<file path="config.mk">
export PLATFORM = sky130hd
export DESIGN_NAME = scan_move_sequencer
export DESIGN_NICKNAME = d
export VERILOG_FILES = /design/src/rtl/scan_move_sequencer.sv
export SDC_FILE = /design/constraint.sdc
export NUM_CORES = 1
export LEC_CHECK = 0
export ABC_CLOCK_PERIOD_IN_PS = 5970
export BUFFER_PORTS_ARGS = -buffer_cell sky130_fd_sc_hd__buf_2
export CORE_UTILIZATION = 30
export DETAILED_ROUTE_END_ITERATION = 10
export MAX_ROUTING_LAYER = met4
export SKIP_CTS_REPAIR_TIMING = 1
export SLEW_MARGIN = 20
export SYNTH_ARGS = -nofsm -noshare
export SYNTH_HDL_FRONTEND = slang
export SYNTH_SLANG_ARGS = --single-unit
</file>
<file path="constraint.sdc">
create_clock -name clock -period 5.97 [get_ports clock]
set_clock_uncertainty 0.05 [all_clocks]
set_input_delay 1.194 -clock clock [delete_from_list [all_inputs] [get_ports clock]]
set_output_delay 1.194 -clock clock [all_outputs]
set_load 0.01 [all_outputs]
</file>
<file path="src/rtl/scan_move_sequencer.sv">
// Purpose: walks the 48-observation scan schedule and issues one face turn at a time for each setup request.
// Latency: request -> LOAD -> first move (or SETTLE); stable pulse SETTLE_CYCLES after the last move_done.
// Backpressure: move_code is held with move_valid until move_ready; requests while busy set protocol_error.
// Build option: SCAN_SETTLE_TIMER_EN enables the SETTLE_CYCLES countdown; without it SETTLE lasts one cycle.
module scan_move_sequencer #(
  parameter logic [15:0] SETTLE_CYCLES = 16'd5000
) (
  input  logic       clock,
  input  logic       reset_n,
  input  logic       send_setup_moves,
  input  logic       move_ready,
  input  logic       move_done,
  output logic       move_valid,
  output logic [4:0] move_code,
  output logic       color_sensor_stable,
  output logic [5:0] step,
  output logic       scan_done,
  output logic       protocol_error
);

  typedef enum logic [2:0] {
    WAIT_REQ  = 3'd0,
    LOAD      = 3'd1,
    ISSUE     = 3'd2,
    WAIT_DONE = 3'd3,
    SETTLE    = 3'd4,
    FINISHED  = 3'd5
  } state_t;

  // Move codes: {face, turn}; face U=0 L=1 F=2 R=3 B=4, turn 1=CW 2=CCW 3=half.
  localparam logic [4:0] U_CW  = 5'b00001;
  localparam logic [4:0] U_CCW = 5'b00010;
  localparam logic [4:0] L_CW  = 5'b00101;
  localparam logic [4:0] L_CCW = 5'b00110;
  localparam logic [4:0] L_H   = 5'b00111;
  localparam logic [4:0] F_CW  = 5'b01001;
  localparam logic [4:0] F_CCW = 5'b01010;
  localparam logic [4:0] F_H   = 5'b01011;
  localparam logic [4:0] R_CW  = 5'b01101;
  localparam logic [4:0] R_CCW = 5'b01110;
  localparam logic [4:0] R_H   = 5'b01111;
  localparam logic [4:0] B_CW  = 5'b10001;
  localparam logic [4:0] B_CCW = 5'b10010;
  localparam logic [4:0] B_H   = 5'b10011;

  // Setup list of a batch, move 0 in the least significant 5 bits.
  function automatic logic [29:0] setup_list(input logic [3:0] b);
    case (b)
      4'd1:    setup_list = {20'd0, B_CCW, F_CW};
      4'd2:    setup_list = {20'd0, R_CW, L_CCW};
      4'd3:    setup_list = {20'd0, B_CW, F_CCW};
      4'd4:    setup_list = {20'd0, R_CCW, L_CW};
      4'd5:    setup_list = {20'd0, R_H, L_H};
      4'd7:    setup_list = {B_CCW, F_CW, U_CW, L_CW, B_CCW, F_CW};
      4'd8:    setup_list = {R_CW, L_CCW, U_CCW, F_CW, R_CW, L_CCW};
      4'd9:    setup_list = {B_CW, F_CCW, U_CW, R_CW, B_CW, F_CCW};
      4'd10:   setup_list = {R_CCW, L_CW, U_CW, B_CCW, R_CCW, L_CW};
      4'd11:   setup_list = {10'd0, B_H, F_H, L_H, R_H};
      default: setup_list = 30'd0;
    endcase
  endfunction

  function automatic logic [3:0] setup_len(input logic [3:0] b);
    case (b)
      4'd1, 4'd2, 4'd3, 4'd4, 4'd5: setup_len = 4'd2;
      4'd7, 4'd8, 4'd9, 4'd10:      setup_len = 4'd6;
      4'd11:                        setup_len = 4'd4;
      default:                      setup_len = 4'd0;
    endcase
  endfunction

  function automatic logic [4:0] pick(input logic [29:0] lst, input logic [3:0] k);
    pick = 5'd0;
    for (int m = 0; m < 6; m++) begin
      if (4'(m) == k) pick = lst[m*5 +: 5];
    end
  endfunction

  // Undo direction: CW and CCW swap, half turns stay.
  function automatic logic [4:0] invert(input logic [4:0] c);
    invert = c;
    if (c[1:0] == 2'd1)      invert[1:0] = 2'd2;
    else if (c[1:0] == 2'd2) invert[1:0] = 2'd1;
  endfunction

  // Move i of a batch-boundary request: [U] ++ undo(b-1) ++ setup(b).
  function automatic logic [4:0] move_at(input logic [3:0] b, input logic [3:0] i);
    logic [3:0] ub;
    logic [3:0] lu;
    logic [3:0] j;
    ub = b - 4'd1;
    lu = setup_len(ub);
    j  = i - 4'd1;
    if (i == 4'd0)  move_at = U_CW;
    else if (j < lu) move_at = invert(pick(setup_list(ub), lu - 4'd1 - j));
    else            move_at = pick(setup_list(b), j - lu);
  endfunction

  function automatic logic [3:0] list_len(input logic [5:0] n);
    if (n == 6'd0)            list_len = 4'd0;
    else if (n[1:0] != 2'd0)  list_len = 4'd1;
    else                      list_len = 4'd1 + setup_len(n[5:2] - 4'd1) + setup_len(n[5:2]);
  endfunction

  state_t     state_q, state_d;
  logic [5:0] step_q, step_d;
  logic [5:0] cur_n_q, cur_n_d;
  logic [3:0] ptr_q, ptr_d;
  logic [3:0] len_q, len_d;
  logic [4:0] code_q, code_d;
  logic       stable_q, stable_d;
  logic       done_q, done_d;
  logic       perr_q, perr_d;
  logic [3:0] nxt_ptr;
`ifdef SCAN_SETTLE_TIMER_EN
  logic [15:0] cnt_q, cnt_d;
`endif

  // Next-state and registered-output computation for the sequencer.
  always_comb begin
    state_d  = state_q;
    step_d   = step_q;
    cur_n_d  = cur_n_q;
    ptr_d    = ptr_q;
    len_d    = len_q;
    code_d   = code_q;
    stable_d = 1'b0;
    done_d   = done_q;
    perr_d   = perr_q;
    nxt_ptr  = ptr_q + 4'd1;
`ifdef SCAN_SETTLE_TIMER_EN
    cnt_d    = cnt_q;
`endif
    // A request coinciding with the stable pulse counts as busy.
    if (send_setup_moves && (((state_q != WAIT_REQ) && (state_q != FINISHED)) || stable_q))
      perr_d = 1'b1;
    case (state_q)
      WAIT_REQ: if (send_setup_moves && !stable_q) state_d = LOAD;
      LOAD: begin
        cur_n_d = step_q;
        ptr_d   = 4'd0;
        len_d   = list_len(step_q);
        code_d  = move_at(step_q[5:2], 4'd0);
        if (step_q != 6'd49) step_d = step_q + 6'd1;
        state_d = (list_len(step_q) == 4'd0) ? SETTLE : ISSUE;
      end
      ISSUE: if (move_ready) state_d = WAIT_DONE;
      WAIT_DONE: begin
        if (move_done) begin
          if (nxt_ptr == len_q) begin
            if (cur_n_q == 6'd48) begin
              state_d = FINISHED;
              done_d  = 1'b1;
            end else begin
              state_d = SETTLE;
            end
          end else begin
            ptr_d   = nxt_ptr;
            code_d  = move_at(cur_n_q[5:2], nxt_ptr);
            state_d = ISSUE;
          end
        end
      end
      SETTLE: begin
`ifdef SCAN_SETTLE_TIMER_EN
        if (cnt_q == 16'd0) begin
          stable_d = 1'b1;
          state_d  = WAIT_REQ;
        end else begin
          cnt_d = cnt_q - 16'd1;
        end
`else
        stable_d = 1'b1;
        state_d  = WAIT_REQ;
`endif
      end
      FINISHED: state_d = FINISHED;
      default:  state_d = WAIT_REQ;
    endcase
`ifdef SCAN_SETTLE_TIMER_EN
    if ((state_d == SETTLE) && (state_q != SETTLE)) cnt_d = SETTLE_CYCLES - 16'd1;
`endif
  end

  // State and output registers; reset abandons any move in flight.
  always_ff @(posedge clock or negedge reset_n) begin
    if (!reset_n) begin
      state_q  <= WAIT_REQ;
      step_q   <= 6'd0;
      cur_n_q  <= 6'd0;
      ptr_q    <= 4'd0;
      len_q    <= 4'd0;
      code_q   <= 5'd0;
      stable_q <= 1'b0;
      done_q   <= 1'b0;
      perr_q   <= 1'b0;
`ifdef SCAN_SETTLE_TIMER_EN
      cnt_q    <= 16'd0;
`endif
    end else begin
      state_q  <= state_d;
      step_q   <= step_d;
      cur_n_q  <= cur_n_d;
      ptr_q    <= ptr_d;
      len_q    <= len_d;
      code_q   <= code_d;
      stable_q <= stable_d;
      done_q   <= done_d;
      perr_q   <= perr_d;
`ifdef SCAN_SETTLE_TIMER_EN
      cnt_q    <= cnt_d;
`endif
    end
  end

  assign move_valid          = (state_q == ISSUE);
  assign move_code           = code_q;
  assign color_sensor_stable = stable_q;
  assign step                = step_q;
  assign scan_done           = done_q;
  assign protocol_error      = perr_q;

endmodule

</file>
==> metrics.txt <==
outcome=finished clean; fmax=200 MHz; Slowest Stage Delay on Critical Path=620 ps; setup ws final=971 ps; CP Class=reg -> reg; H-tree depth=2; share of cells above drive strength 1=0.106; Layout area overhead=8.09%; clk root buf=clkbuf_8; Die Width=101 um; Worst-path clk slew=70 ps; cell area after layout=3210 um^2; vias in the first global route=2693; total CTS buffers=5; site row count=35; Yosys reg bits=31; FFs w/ async S/R, synth=1.00; drt wl/cell=15.6 um; worst path arrival time=5110 ps; worst slack, placed=1040 ps; Die Y=101 um; Worst-Skew Late Latency=280 ps; crit-path cells=inv_1 -> ha_1 -> inv_1 -> ha_1 -> nand2b_1 -> mux2i_1 -> or2_2 -> fa_1 -> xor2_1 -> xnor2_1 -> a32oi_1 -> a21oi_1 -> or3_1 -> a32o_1; Net Count, Synth=398; slowest stage cell on the critical path=ha_1; crit path time final=5000 ps; RSZ-0062 raised after global routing=no; first-pass GRT wire length=13.5 mm; Placer Congestion=0.946; diodes inserted=0; CP startpoint=cur_n_q[3]; Synth top cells by count=nand2_1, o21ai_0, dfrtp_1; via count=2779; setup TNS=0 ps; # IOs=20; most common flop cell mapped by yosys=dfrtp_1; Crit path required time=6080 ps; DR pass1 iterations=5; top-count cell post-synth=nand2_1; total length of routed wires=7.86 mm; Remaining Overflow, GRT=0; crit path max fanout=18; WHS Path Cells=1; die area=10300 um^2; Avg Inst Size Synth=7.98 um^2; post-DR vias/cell=5.50; Fin. Hold Viols=0; crit path capture=move_code[3]; R2R Setup Slk=970 ps; core area=9420 um^2; critical path depth=14; buffers and inverters on the worst path=2; Startpoint Class=register; worst r2r dst=move_code[3]; element type at the critical path end=register; Layout Nets=402; Worst Max-Slew Pin Slew=904 ps; delay-heaviest family, CP=adder cells; Hold Slack=406 ps; Synth Warn #=0; Port-buffer cells=19; GRT Total Usage=0.170; final setup violation count=0; Distinct cells, synth=67; Slew headroom=0.397; Final Cycle Share=0.837; Register-to-Register Path Depth=14; Post-synth EDFFs=0; antenna violations before repair=0; main area contributors after synthesis=dfrtp_1, ha_1, o21ai_0; Final ANT Viol Nets=0; Initial Utilization=0.315; Post-DP HPWL=5.80 mm; Seq/Total Area, Yosys=0.261; Post-Syn Area=2970 um^2; clock sink total=31; initial DRC count=186; Synth Instances=372; Yosys top cell by area=dfrtp_1; clock tree from TritonCTS=built; Area after DPL=3120 um^2; Hold Path Class=reg -> reg; Remaining DRCs=0; Max Slew Vio Count=0; Longest Clk Path Bufs=2; Reg2Reg Launch Point=cur_n_q[3]; Synth top area share=0.261; max-cap violations=0; largest net degree at the start of global routing=32
[metal layers]
| layer | wire [um] | track usage |
|---|---|---|
| met5 | 0 | - |
| met2 | 3720 | 0.277 |
| met1 | 3570 | 0.211 |
| met4 | 210 | 0.0669 |
| met3 | 355 | 0.0255 |
[flip-flops by register name, indices dropped and copies added (netlist names)]
name                 count
protocol_error           1
scan_done                1
ptr_q                    4
state_q                  3
step                     6
color_sensor_stable      1
len_q                    4
move_code                5
cur_n_q                  6
[cells in the final DEF, fill, tap and decap left out, types with 2 or more instances in the layout]
master / n
nor4_1: 2
a21o_1: 2
nor2_1: 22
xor2_1: 6
o21bai_1: 2
ha_1: 19
o211ai_1: 4
clkbuf_8: 6
nand3_1: 11
nand2b_1: 10
or3_1: 3
a2111oi_0: 2
or2_2: 3
a32o_1: 5
nand2_1: 39
inv_1: 21
xnor2_2: 2
o221ai_1: 2
o22ai_1: 5
a32oi_1: 2
a31oi_1: 4
mux2i_1: 5
nand4_1: 3
a211oi_1: 5
o21ai_1: 4
and2_1: 2
o2bb2ai_1: 2
nor3_1: 12
nor2b_1: 12
dfrtp_1: 31
or2_1: 2
xnor2_1: 15
and3_1: 3
o21ai_0: 35
fa_1: 2
a41oi_1: 2
a21oi_1: 21
buf_2: 19
[area by class of cell]
type	count	area [um^2]
fillers	993	6210
multi-input cells	296	2000
flip-flops and latches	31	776
well taps	129	161
repair buffers	20	103
clock buffers	6	82.6
inverters	22	82.6
clock inverters	1	5.00
[worst min-delay path by stage]
stage                    from        endpoint  slack [ps]
6_report       protocol_error  protocol_error         410
5_1_grt        protocol_error  protocol_error         440
4_1_cts        protocol_error  protocol_error         410
3_5_place_dp   protocol_error  protocol_error         390
3_3_place_gp   protocol_error  protocol_error         390
2_1_floorplan      cur_n_q[0]      cur_n_q[0]         400
[kinds of logic after synthesis]
group | after synthesis | synth area share
xor gates and xnor gates | 23 | 0.0729
DFF | 31 | 0.261
and+or+nand+nor | 132 | 0.231
muxes | 6 | 0.0206
adders and majority gates | 21 | 0.0936
buffers and inverters | 45 | 0.0653
AOI/OAI and AO/OA | 114 | 0.255
[per-stage QoR]
step,std cells,utilization
after global placement,498,0.332
after global routing,505,0.341
after floorplan,372,-
after CTS,505,0.341
after detailed placement,498,0.332
final,505,0.341
Power is not shown: default switching activity piles up to over one toggle a cycle in this logic, so the estimate is an artifact.
